===== config.mk =====
export PLATFORM = sky130hd
export DESIGN_NAME = fir_tap_accumulator_flat
export DESIGN_NICKNAME = d
export VERILOG_FILES = /design/src/rtl/fir_tap_accumulator_if.sv /design/src/rtl/fir_tap_accumulator.sv /design/src/flat_wrapper.sv
export SDC_FILE = /design/constraint.sdc
export NUM_CORES = 1
export LEC_CHECK = 0
export CORE_MARGIN = 3
export CORE_UTILIZATION = 35
export DETAILED_ROUTE_END_ITERATION = 7
export PLACE_DENSITY_LB_ADDON = 0.3
export SETUP_SLACK_MARGIN = 0.02
export SLEW_MARGIN = 20
export SYNTH_ARGS = -nofsm -noshare
export SYNTH_HDL_FRONTEND = slang
export SYNTH_SLANG_ARGS = --single-unit

===== constraint.sdc =====
create_clock -name clk -period 6 [get_ports clk]
set_clock_uncertainty 0.05 [all_clocks]
set_input_delay 0.6 -clock clk [delete_from_list [all_inputs] [get_ports clk]]
set_output_delay 0.6 -clock clk [all_outputs]
set_load 0.1 [all_outputs]

===== src/rtl/fir_tap_accumulator_if.sv =====
// Sample/tap bus between the FIR tap accumulator and its delay line, coefficient ROM and sink.
// The slave modport is the accumulator's side; the master modport is the surrounding datapath's side.
interface fir_tap_accumulator_if;
    logic               i_sample_valid;
    logic signed [15:0] i_tap_sample;
    logic signed [15:0] i_coeff;
    logic [5:0]         o_current_count;
    logic               o_phase_63;
    logic               o_busy;
    logic [15:0]        o_filtered_sample;
    logic               o_sample_valid;
    logic               o_overrun;

    modport slave (
        input  i_sample_valid,
        input  i_tap_sample,
        input  i_coeff,
        output o_current_count,
        output o_phase_63,
        output o_busy,
        output o_filtered_sample,
        output o_sample_valid,
        output o_overrun
    );

    modport master (
        output i_sample_valid,
        output i_tap_sample,
        output i_coeff,
        input  o_current_count,
        input  o_phase_63,
        input  o_busy,
        input  o_filtered_sample,
        input  o_sample_valid,
        input  o_overrun
    );
endinterface


===== src/rtl/fir_tap_accumulator.sv =====
// 64-tap serial FIR multiply-accumulate: one tap per cycle, Q1.15 in, saturated Q1.15 out.
// Optional macro FIR_ROUND_EN selects round-half-up instead of truncation on output.
module fir_tap_accumulator (
    input logic                  clk,
    input logic                  rst,
    fir_tap_accumulator_if.slave bus
);

    typedef enum logic [1:0] {
        IDLE   = 2'd0,
        RUN    = 2'd1,
        DRAIN1 = 2'd2,
        DRAIN2 = 2'd3
    } state_t;

`ifdef FIR_ROUND_EN
    localparam logic signed [39:0] ROUND_BIAS = 40'sd16384;
`else
    localparam logic signed [39:0] ROUND_BIAS = 40'sd0;
`endif
    localparam logic signed [39:0] SAT_POS = 40'sd1073709056;
    localparam logic signed [39:0] SAT_NEG = -40'sd1073741824;

    state_t             state_r;
    state_t             state_s;
    logic [5:0]         count_r;
    logic [5:0]         count_s;
    logic               busy_r;
    logic               start_s;
    logic               phase_63_s;
    logic signed [31:0] tap_ext_s;
    logic signed [31:0] coeff_ext_s;
    logic signed [31:0] prod_r;
    logic               prod_valid_r;
    logic               prod_first_r;
    logic signed [39:0] prod_ext_s;
    logic signed [39:0] acc_r;
    logic signed [39:0] rounded_s;
    logic [15:0]        filtered_r;
    logic               sample_valid_r;
    logic               overrun_r;

    // Clamp a Q10.30 accumulator value into Q1.15.
    function automatic logic [15:0] sat_q15(input logic signed [39:0] v);
        logic [15:0] res;
        if (v > SAT_POS) begin
            res = 16'h7FFF;
        end else if (v < SAT_NEG) begin
            res = 16'h8000;
        end else begin
            res = v[30:15];
        end
        return res;
    endfunction

    assign start_s     = bus.i_sample_valid && (state_r == IDLE);
    assign phase_63_s  = (state_r == RUN) && (count_r == 6'd63);
    assign tap_ext_s   = {{16{bus.i_tap_sample[15]}}, bus.i_tap_sample};
    assign coeff_ext_s = {{16{bus.i_coeff[15]}}, bus.i_coeff};
    assign prod_ext_s  = {{8{prod_r[31]}}, prod_r};
    assign rounded_s   = acc_r + ROUND_BIAS;

    // Next-state and tap index sequencing.
    always_comb begin
        state_s = state_r;
        count_s = count_r;
        case (state_r)
            IDLE: begin
                if (start_s) begin
                    state_s = RUN;
                    count_s = 6'd0;
                end else begin
                    state_s = IDLE;
                end
            end
            RUN: begin
                // 63 + 1 wraps to 0, leaving the index ready for the next frame
                count_s = count_r + 6'd1;
                if (count_r == 6'd63) begin
                    state_s = DRAIN1;
                end else begin
                    state_s = RUN;
                end
            end
            DRAIN1: begin
                state_s = DRAIN2;
            end
            DRAIN2: begin
                state_s = IDLE;
            end
            default: begin
                state_s = IDLE;
                count_s = 6'd0;
            end
        endcase
    end

    // State, tap index and busy flag registers.
    always_ff @(posedge clk) begin
        if (rst) begin
            state_r <= IDLE;
            count_r <= 6'd0;
            busy_r  <= 1'b0;
        end else begin
            state_r <= state_s;
            count_r <= count_s;
            busy_r  <= (state_s != IDLE);
        end
    end

    // Pipelined tap product; the first-tap marker tells the accumulator to load.
    always_ff @(posedge clk) begin
        if (rst) begin
            prod_r       <= 32'sd0;
            prod_valid_r <= 1'b0;
            prod_first_r <= 1'b0;
        end else if (state_r == RUN) begin
            prod_r       <= tap_ext_s * coeff_ext_s;
            prod_valid_r <= 1'b1;
            prod_first_r <= (count_r == 6'd0);
        end else begin
            prod_r       <= prod_r;
            prod_valid_r <= 1'b0;
            prod_first_r <= 1'b0;
        end
    end

    // 40-bit accumulator gives 8 guard bits over 64 full-scale products.
    always_ff @(posedge clk) begin
        if (rst) begin
            acc_r <= 40'sd0;
        end else if (prod_valid_r) begin
            if (prod_first_r) begin
                acc_r <= prod_ext_s;
            end else begin
                acc_r <= acc_r + prod_ext_s;
            end
        end else begin
            acc_r <= acc_r;
        end
    end

    // Result register and completion pulse; the accumulator is final during DRAIN2.
    always_ff @(posedge clk) begin
        if (rst) begin
            filtered_r     <= 16'h0000;
            sample_valid_r <= 1'b0;
        end else if (state_r == DRAIN2) begin
            filtered_r     <= sat_q15(rounded_s);
            sample_valid_r <= 1'b1;
        end else begin
            filtered_r     <= filtered_r;
            sample_valid_r <= 1'b0;
        end
    end

    // Sticky overrun: a start request arriving while a frame is in flight.
    always_ff @(posedge clk) begin
        if (rst) begin
            overrun_r <= 1'b0;
        end else if (bus.i_sample_valid && busy_r) begin
            overrun_r <= 1'b1;
        end else begin
            overrun_r <= overrun_r;
        end
    end

    assign bus.o_current_count   = count_r;
    assign bus.o_phase_63        = phase_63_s;
    assign bus.o_busy            = busy_r;
    assign bus.o_filtered_sample = filtered_r;
    assign bus.o_sample_valid    = sample_valid_r;
    assign bus.o_overrun         = overrun_r;

endmodule

===== src/flat_wrapper.sv =====
// flat-port wrapper written by rule: the top's interface ports become plain ports
module fir_tap_accumulator_flat 
  (clk, rst, bus_i_sample_valid, bus_i_tap_sample, bus_i_coeff, bus_o_current_count, bus_o_phase_63, bus_o_busy, bus_o_filtered_sample, bus_o_sample_valid, bus_o_overrun);
  fir_tap_accumulator_if bus_i ();
  input logic clk;
  input logic rst;
  input wire logic [$bits(bus_i.i_sample_valid)-1:0] bus_i_sample_valid;
  input wire logic [$bits(bus_i.i_tap_sample)-1:0] bus_i_tap_sample;
  input wire logic [$bits(bus_i.i_coeff)-1:0] bus_i_coeff;
  output wire logic [$bits(bus_i.o_current_count)-1:0] bus_o_current_count;
  output wire logic [$bits(bus_i.o_phase_63)-1:0] bus_o_phase_63;
  output wire logic [$bits(bus_i.o_busy)-1:0] bus_o_busy;
  output wire logic [$bits(bus_i.o_filtered_sample)-1:0] bus_o_filtered_sample;
  output wire logic [$bits(bus_i.o_sample_valid)-1:0] bus_o_sample_valid;
  output wire logic [$bits(bus_i.o_overrun)-1:0] bus_o_overrun;
  assign bus_i.i_sample_valid = bus_i_sample_valid;
  assign bus_i.i_tap_sample = bus_i_tap_sample;
  assign bus_i.i_coeff = bus_i_coeff;
  assign bus_o_current_count = bus_i.o_current_count;
  assign bus_o_phase_63 = bus_i.o_phase_63;
  assign bus_o_busy = bus_i.o_busy;
  assign bus_o_filtered_sample = bus_i.o_filtered_sample;
  assign bus_o_sample_valid = bus_i.o_sample_valid;
  assign bus_o_overrun = bus_i.o_overrun;
  fir_tap_accumulator u_core (.clk(clk), .rst(rst), .bus(bus_i));
endmodule

==> out/qor.yml, run 1 <==
synth:
  synth_commonest_cells: "321 x inv_1, 263 x fa_1, 222 x nand2_1"
  syn_area_per_cell_um2: 8.62
  ys.flop_type: "dfxtp_1"
  yosysSeqAreaShare_pct: 12.9
  syn-cell-area_um2: 15700
  synth_most_common_cell: "inv_1"
  syn_inst: 1823
  ys_top_cells_by_area: "fa_1 34%, dfxtp_1 13%, ha_1 9.8%, inv_1 7.7%, nand2_1 5.3%"
  synth_top_area_cell: "fa_1"
  synth.top_cell.area_share_pct: 33.5
  synth_nets: 2244
  yosysWarnings: 0
  synth_cell_types: 67
  ys_ff_latch: 101
  synth-edff-count: 0
  ys_async_sr_fraction_pct: 0
timing:
  finalSetupViolations: 0
  max_freq_mhz: 167
  post-route-period-util_pct: 99.5
  slew_viol_final: 0
  relSlewSlack_pct: 34.6
  finalSetupTns_ns: 0
  fin_crit_ns: 5.97
  hold_violations: 0
  worst_slew_pin_slew_ns: 0.978
  rsz0062_at_grt: "true"
route:
  num_vias: 12800
  drtPass1Iterations: 5
  first_iter_violations: 718
  drc: 0
  drt-vias-per-instance: 4.88
  wire_per_inst_um: 14.8
  drtAntennaViolNets: 0
  wirelength_mm: 38.8
placed_design:
  hpwl_mm: 31.8
  postPlaceCellArea_um2: 18200
  gp_congestion: 0.871
  numPortBuffers: 60
job:
  maxCapViolCount: 0
floorplanning:
  top_level_ports: 61
  die_x_um: 218
  die-area_um2: 47500
  die-height_um: 218
  initial_core_util_pct: 35.9
  core_region_area_um2: 43700
  rows: 76
cts:
  cts.sinks: 101
  postCtsHoldBufs: 0
  htreeDepth: 3
  path_clk_slew_ns: 0.07
  cts_tree: "done"
  cts_root_buf: "clkbuf_16"
  numCtsBuffers: 9
  clockBufferDepth: 2
  clock_latency_ns: 0.35
global_route:
  overflow: 0
  grt_pass1_wl_mm: 66.4
  grt_max_degree: 63
  antenna_found_initial: 0
  grtUsageTotal_pct: 17.0
  grt_pass1_vias: 13300
worst_hold_path:
  worst_hold_startpoint: "u_core.bus.o_overrun"
  min_path_cells: 2
  whs_endpoint: "u_core.bus.o_overrun"
  hp-class: "reg -> reg"
worst_setup_path:
  r2r_cells: 13
  required_ns: 6.20
  r2r-start: "u_core.acc_r[0]"
  start_kind: "primary input"
  r2r_end: "u_core.acc_r[38]"
  critPathLaunch: "bus_i_tap_sample[10]"
  worstSetupEndpointType: "flip-flop"
  worst-path-max-fanout: 5
  rrSetupSlack_ns: 2.79
  path_class: "in -> reg"
  worst_ep_arrival_time_ns: 6.17
final_layout:
  finalInstanceArea_um2: 19100
  post-route-util_pct: 43.8
  fillers: 4393
  n_antenna_cell: 0
  drive_above_1_share_pct: 18.5
  syn_to_final_growth_pct: 21.9
  layout.nets: 2453
run_status:
  outcome: "finished, final reports clean"
==> what timing repair did <==
action,4_1_cts,5_1_grt
resized for setup,205,34
buffers inserted,39,2
pin swaps,82,22
gates cloned,5,0
setup endpoints to repair,17,11
==> per-layer routing <==
metal | up-vias | GRT usage [%] | wire, µm
met3 | 52 | 1.52 | 1110
met1 | 6323 | 22.9 | 18100
li1 | 6224 | - | -
met4 | 0 | 4.59 | 927
met2 | 201 | 29.4 | 18700
met5 | - | 0 | 0
==> cell usage in the layout (no fill, tap or decap), drive strengths merged, types with 4 or more instances in the layout <==
cell and count:
a211o 5, a211oi 36, a21o 38, a21oi 90
a22o 8, a31o 5, a31oi 11, and2 126
and3 7, buf 239, clkbuf 12, clkdlybuf4s15 4
clkdlybuf4s50 28, dfxtp 101, fa 263, ha 123
inv 322, mux2i 11, nand2 222, nand2b 9
nand3 14, nand4 11, nor2 108, nor2b 4
nor3 17, nor4 6, o211ai 18, o21a 13
o21ai 63, o21bai 11, xnor2 47, xor2 19
==> registers in the layout (all words and copies together) (netlist names) <==
| signal | flops |
|---|---|
| u_core.bus.o_busy | 1 |
| u_core.prod_r | 32 |
| u_core.acc_r | 40 |
| u_core.state_r | 2 |
| u_core.prod_valid_r | 1 |
| u_core.prod_first_r | 1 |
| u_core.bus.o_current_count | 6 |
| u_core.bus.o_sample_valid | 1 |
| u_core.bus.o_overrun | 1 |
| u_core.bus.o_filtered_sample | 16 |
==> worst max-delay path: stages <==
cell and delay, ns:
buf_8 0.10, buf_6 0.13, and2_4 0.14, fa_1 0.56, inv_2 0.05, fa_1 0.48
fa_1 0.52, inv_2 0.05, fa_1 0.49, fa_1 0.53, inv_2 0.04, fa_1 0.51
inv_2 0.05, ha_4 0.23, a21o_1 0.17, a21o_1 0.16, a21oi_2 0.16, nand2_1 0.09
o2111a_2 0.31, o41ai_4 0.26, o21ai_2 0.11, buf_4 0.14, xor2_1 0.13, a22o_1 0.19
==> final cells by class <==
class | count | area (µm²) | area share, %
inverter | 321 | 1210 | 6.31
multi-input combinational | 1325 | 12600 | 65.6
timing repair buffer | 274 | 2300 | 12.0
clock buffer | 10 | 229 | 1.20
clock inverter | 6 | 95.1 | 0.497
tap | 585 | 732 | 3.82
sequential | 101 | 2020 | 10.6
==> stage by stage <==
step	instances	setup slack (ns)	hold slack, ns
floorplan	1823	-0.00591	0.398
global placement	2562	-0.827	0.404
detailed placement	2562	-0.926	0.412
CTS	2622	-0.00470	0.427
global route	2622	-0.174	0.460
finish	2622	0.0294	0.422
==> logic make-up (layout without fill, tap and decap cells) <==
family / count (synthesis) / count (layout) / share of synthesized area, %
AND/OR/NAND/NOR: 539 / 539 / 16.2
buffers and inverters: 397 / 611 / 9.50
adder cells (fa/ha/maj): 386 / 386 / 43.3
AO/OA/AOI/OAI: 322 / 322 / 13.6
flip-flops: 101 / 101 / 12.9
XOR/XNOR: 66 / 66 / 3.68
multiplexers: 12 / 12 / 0.773
==> how the worst max path moves through the flow <==
stage                     slack (ns)  cells past startpoint           endpoint
after CTS                     -0.005                     25  u_core.prod_r[30]
after global routing           -0.17                     24  u_core.prod_r[31]
after floorplan               -0.006                     23  u_core.prod_r[30]
after global placement         -0.83                     23  u_core.prod_r[28]
after detailed placement       -0.93                     23  u_core.prod_r[28]
final                           0.03                     24  u_core.prod_r[28]
Power of run 1 is not shown: default switching activity piles up to over one toggle a cycle in this logic, so the estimate is an artifact.
==> run 2, diff against run 1 <==
--- a/config.mk
+++ b/config.mk
@@ -8,9 +8,8 @@
 export CORE_MARGIN = 3
 export CORE_UTILIZATION = 35
 export DETAILED_ROUTE_END_ITERATION = 7
-export PLACE_DENSITY_LB_ADDON = 0.3
+export PLACE_DENSITY = 0.52
 export SETUP_SLACK_MARGIN = 0.02
-export SLEW_MARGIN = 20
 export SYNTH_ARGS = -nofsm -noshare
 export SYNTH_HDL_FRONTEND = slang
 export SYNTH_SLANG_ARGS = --single-unit
==> run 2 against run 1 <==
  * Non-clock buffer count up 1
  * Worst hold slack better by 0.0069 ns
  * First-iteration DRC count down 25%
  * Die area unchanged
  * Critical path type unchanged
  * Critical endpoint unchanged
==> out/qor.yml, run 2 (synthesis gave the netlist of run 1 again) <==
route:
  drt-vias-per-instance: 4.83  # was 4.88
  drtPass1Iterations: 5  # unchanged
  drc: 0  # unchanged
  drtAntennaViolNets: 0  # unchanged
  first_iter_violations: 539  # was 718
  wirelength_mm: 40.0  # was 38.8 mm
  num_vias: 12700  # was 12800
  wire_per_inst_um: 15.2  # was 14.8 µm
worst_setup_path:
  crit_slowest_cell: "fa_1"  # unchanged
  path_cells: "buf_6 -> buf_6 -> buf_6 -> and2_4 -> fa_1 -> inv_2 -> fa_1 -> fa_2 -> inv_2 -> fa_1 -> fa_1 -> inv_2 -> fa_1 -> inv_2 -> ha_4 -> a21o_1 -> a21oi_2 -> nand2_1 -> o2111a_2 -> o41ai_4 -> o21ai_2 -> buf_4 -> xor2_1 -> a22o_1"  # was buf_8 -> buf_6 -> and2_4 -> fa_1 -> inv_2 -> fa_1 -> fa_1 -> inv_2 -> fa_1 -> fa_1 -> inv_2 -> fa_1 -> inv_2 -> ha_4 -> a21o_1 -> a21o_1 -> a21oi_2 -> nand2_1 -> o2111a_2 -> o41ai_4 -> o21ai_2 -> buf_4 -> xor2_1 -> a22o_1
  cpPeakStageDelay_ns: 0.55  # was 0.56 ns
  required_ns: 6.21  # was 6.20 ns
  rrSetupSlack_ns: 2.70  # was 2.79 ns
  start_kind: "primary input"  # unchanged
  crit_top_cell: "fa_1"  # unchanged
  worstSetupEndpointType: "flip-flop"  # unchanged
  worst-path-max-fanout: 3  # was 5
  worst_ep_arrival_time_ns: 6.09  # was 6.17 ns
  path_class: "in -> reg"  # unchanged
final_layout:
  multiInputGateArea_um2: 12700  # was 12600 µm²
  post-route-util_pct: 44.4  # was 43.8%
  largest_reg_flops: 40  # unchanged
  top_register: "u_core.acc_r"  # unchanged
  n_antenna_cell: 0  # unchanged
  layout_common_cells: "283 x inv_1, 242 x fa_1, 207 x nand2_1"  # was 304 x inv_1, 242 x fa_1, 211 x nand2_1
  regArea_um2: 2020  # unchanged
  final_common_cell: "inv_1"  # unchanged
  layout.nets: 2454  # was 2453
  drive_above_1_share_pct: 20.5  # was 18.5%
  syn_to_final_growth_pct: 23.5  # was 21.9%
  finalInstanceArea_um2: 19400  # was 19100 µm²
  fillers: 4369  # was 4393
global_route:
  antenna_found_initial: 0  # unchanged
  grt_max_degree: 63  # unchanged
  grt_pass1_wl_mm: 68.6  # was 66.4 mm
  overflow: 0  # unchanged
  grt_pass1_vias: 13500  # was 13300
  grtUsageTotal_pct: 17.6  # was 17.0%
floorplanning:
  rows: 76  # unchanged
  initial_core_util_pct: 35.9  # unchanged
  die_x_um: 218  # unchanged
  die-area_um2: 47500  # unchanged
  top_level_ports: 61  # unchanged
  die-height_um: 218  # unchanged
  core_region_area_um2: 43700  # unchanged
cts:
  cts.sinks: 101  # unchanged
  clock_latency_ns: 0.36  # was 0.35 ns
  htreeDepth: 3  # unchanged
  clockBufferDepth: 2  # unchanged
  postCtsHoldBufs: 0  # unchanged
  cts_tree: "done"  # unchanged
  cts_root_buf: "clkbuf_16"  # unchanged
  path_clk_slew_ns: 0.08  # was 0.07 ns
  numCtsBuffers: 9  # unchanged
placed_design:
  postPlaceCellArea_um2: 18200  # about the same
  gp_congestion: 0.847  # was 0.871
  hpwl_mm: 32.7  # was 31.8 mm
  numPortBuffers: 60  # unchanged
timing:
  slew_viol_final: 0  # unchanged
  rsz0062_at_grt: "true"  # unchanged
  post-route-period-util_pct: 98.1  # was 99.5%
  finalSetupViolations: 0  # unchanged
  worst_slew_pin_slew_ns: 1.00  # was 0.978 ns
  max_freq_mhz: 170  # was 167 MHz
  relSlewSlack_pct: 33.0  # was 34.6%
  fin_crit_ns: 5.89  # was 5.97 ns
  hold_violations: 0  # unchanged
worst_hold_path:
  hp-class: "reg -> reg"  # unchanged
job:
  maxCapViolCount: 0  # unchanged
run_status:
  outcome: "finished, final reports clean"  # unchanged
[run 2: layout make-up]
class | instances | share of cell area [%]
Multi-Input combinational cell | 1325 | 65.4
Timing Repair Buffer | 275 | 12.6
Sequential cell | 101 | 10.4
Inverter | 321 | 6.21
Tap cell | 585 | 3.77
Clock buffer | 9 | 1.16
Clock inverter | 7 | 0.355
[run 2: final timing paths]
| check | cells after the start | from | end |
|---|---|---|---|
| worst max-delay path | 24 | bus_i_tap_sample[14] | u_core.prod_r[28] |
| worst min-delay path | 2 | u_core.prod_r[9] | u_core.prod_r[9] |
| worst max register to register | 13 | u_core.acc_r[0] | u_core.acc_r[38] |
| worst min register to register | 2 | u_core.prod_r[9] | u_core.prod_r[9] |
[run 2: timing repair]
action / CTS / global route
setup buffers: 35 / 10
endpoints found under the hold margin: 0 / 0
cloned: 5 / 0
pin swaps: 79 / 72
gates resized for setup: 235 / 62
setup endpoints to repair: 17 / 12
[run 2: critical path: cells and delay by family]
family                     cells  cell delay [ns]
and+or+nand+nor                2             0.22
xor gates and xnor gates       1             0.13
AOI/OAI and AO/OA              6             1.19
adders and majority gates      7             3.30
buffers and inverters          8             0.65
[run 2: layer usage]
layer	part of all wire, %	global-route usage (%)	vias up	wire [µm]
li1	-	-	6233	-
met5	0	0	-	0
met3	2.4	1.28	45	971
met2	48	30.8	169	19000
met1	48	23.7	6212	19100
met4	2.1	4.48	0	848
[run 2: per-stage QoR]
step                std cells  TNS (ns)  setup slack, ns  hold WS, ns
floorplan                1823  -0.00591         -0.00591        0.398
global placement         2561    -10.48           -0.788        0.406
detailed placement       2561    -12.51           -0.931        0.413
CTS                      2617  -0.00491         -0.00470        0.428
global route             2623    -0.359           -0.106        0.449
finish                   2623         0            0.112        0.429
Power of run 2 is left out for the same reason.
==> patch: new RTL, flow settings as in run 2 <==
Set the localparam `ROUND_BIAS` to 40'sd1 (it was 40'sd0).
--- a/src/rtl/fir_tap_accumulator.sv
+++ b/src/rtl/fir_tap_accumulator.sv
@@ -16,7 +16,7 @@
 `ifdef FIR_ROUND_EN
     localparam logic signed [39:0] ROUND_BIAS = 40'sd16384;
 `else
-    localparam logic signed [39:0] ROUND_BIAS = 40'sd0;
+    localparam logic signed [39:0] ROUND_BIAS = 40'sd1;
 `endif
     localparam logic signed [39:0] SAT_POS = 40'sd1073709056;
     localparam logic signed [39:0] SAT_NEG = -40'sd1073741824;
Function: same outputs for any inputs over 10 cycles, from zero or initial values and one cycle with rst high; that may be too few to reach the edited logic, so the function may still have changed.
==> patch against run 2 <==
  * Sequential cell count unchanged
  * Via count increased by 12%
  * Die area rose by 7.0%
  * Highest routed layer unchanged
  * Setup slack got worse by 50 ps
  * Worst hold slack worse by 6.2 ps
  * Synthesized area grew 7.2%
  * Sequential share of layout area down 0.77 points
  * Wire length up 10%
  * Final area rose by 8.0%
Power is left out: the tool's default activity adds up to more than one toggle a clock period on the data nets, which glitch-free logic cannot reach.
==> patch: results (changes against run 2) <==
- CTS Buf Count: 9 (unchanged)
- Max FFs per register: 40 (unchanged)
- Largest net degree at the start of global routing: 84 (+33%)
- Iter 0 DRT Violations: 738 (+37%)
- Post-Syn Nets: 2452 (+9.3%)
- Status: completed
- Least-Margin Pin Slew: 988 ps (-14.1 ps)
- Post-synth EDFFs: 0 (unchanged)
- Async set-reset flop share out of synthesis: 0 (unchanged)
- Register area share after synthesis: 0.120 (-0.00863)
- TritonRoute pass-1 iters: 5 (unchanged)
- Final Net Count: 2692 (+9.7%)
- Hpwl dp: 35400 um (+8.3%)
- Clock slew at reported path FFs: 80 ps (about the same)
- Number of I/O port buffers: 60 (unchanged)
- Synth warnings: 0 (unchanged)
- Gr usage total: 0.180 (+0.00404)
- Htree depth: 3 (unchanged)
- Skew-Pair Late Insertion Delay: 360 ps (about the same)
- Max Root-Sink Buffers: 2 (unchanged)
- Slowest CP cell: fa_1
- WL/cell: 15.3 um (+0.56%)
- Min-delay worst type: flip-flop to flip-flop
- Final setup vio count: 0 (unchanged)
- CP peak stage delay: 560 ps
- Post-synth top flop: dfxtp_1
- Diodes inserted: 0 (unchanged)
- M1 WL: 20900 um (+9.2%)
- Yosys top cell by area: fa_1
- WL met2: 21300 um (+12%)
- First-pass GRT wire length: 75600 um (+10%)
- Vias in the first global route: 15000 (+11%)
- CP arrival: 6130 ps (+40 ps)
- Vias post-DR: 14200 (+12%)
- Gpl congestion: 0.877 (+3.6%)
- Top sig layer: met4
- Synth area leaders: fa_1, dfxtp_1, ha_1
- Crit-path max FO: 5 (+2)
- Yosys cell types: 71 (+6.0%)
- CTS root buffer: clkbuf_16
- Delay-heaviest family, CP: adder cells
- Met3 WL: 1180 um (+22%)
- Largest Register: u_core.acc_r
- Ratio of cells with drive above 1 in the final layout: 0.209 (+0.00462)
- Top cells by instance count after synthesis: inv_1, nand2_1, fa_1
- Initial antenna violation count: 0 (unchanged)
## patch: changes by cell type after synthesis, moves of 14 or more
cell and change:
a211oi_1 -17, a21oi_1 +20, inv_1 +15, nand2_1 +45, nand2b_1 +15, nand3_1 +18
o21ai_0 +14, xnor2_1 +17
## patch: repair_timing
| action | 4_1_cts | 5_1_grt |
|---|---|---|
| endpoints found under the setup margin | 16 | 15 |
| resized for setup | 195 | 111 |
| gates cloned | 8 | 1 |
| pin swaps | 135 | 80 |
| buffers inserted | 45 | 12 |
## patch: logic make-up after synthesis
group           after synthesis  share of synthesized area
flops                       101                      0.120
xor+xnor                     87                     0.0453
simple gates                668                      0.191
mux                          11                    0.00676
compound gates              357                      0.138
fa+ha+maj                   387                      0.405
buf+inv                     419                     0.0939
## patch: routing by layer
layer  track usage  vias up
li1              -     7040
met1         0.245     6877
met2         0.315      223
met3        0.0119       51
met4        0.0408        0
met5             0        -
## patch: final timing paths
kind                                                         from                           endpoint  slack (ps)  cells past startpoint
worst min register to register  u_core.bus.o_overrun$_SDFFE_PP0P_  u_core.bus.o_overrun$_SDFFE_PP0P_         420                      2
worst min-delay path            u_core.bus.o_overrun$_SDFFE_PP0P_  u_core.bus.o_overrun$_SDFFE_PP0P_         420                      2
worst max register to register       u_core.acc_r[1]$_SDFFE_PP0P_      u_core.acc_r[39]$_SDFFE_PP0P_        2420                     11
worst max-delay path                               bus_i_coeff[6]     u_core.prod_r[27]$_SDFFE_PP0P_          60                     22
## patch: worst register-to-register path: cells and delay by family (launching register included)
family	cells	cell delay, ps
AO/OA/AOI/OAI	8	2100
adder cells (fa/ha/maj)	1	280
flip-flops	1	430
multiplexers	1	350
AND/OR/NAND/NOR	1	230
## patch: through the flow
step	setup WS, ps	instance area [sq um]	cells	hold WS (ps)
CTS	14.5	20700	2870	429
detailed placement	-950	19600	2803	409
global route	-172	21000	2882	464
floorplan	-24.1	17100	2030	398
finish	61.9	21000	2882	423
global placement	-860	19600	2803	402
## patch: area by class of cell
type / count / area, sq um
timing repair buffer: 310 / 2710
clock buffer: 9 / 225
timing repair inverter: 1 / 7.51
sequential: 101 / 2020
tap: 607 / 759
multi-input combinational: 1510 / 13900
fill: 4620 / 26100
clock inverter: 7 / 91.3
inverter: 337 / 1270
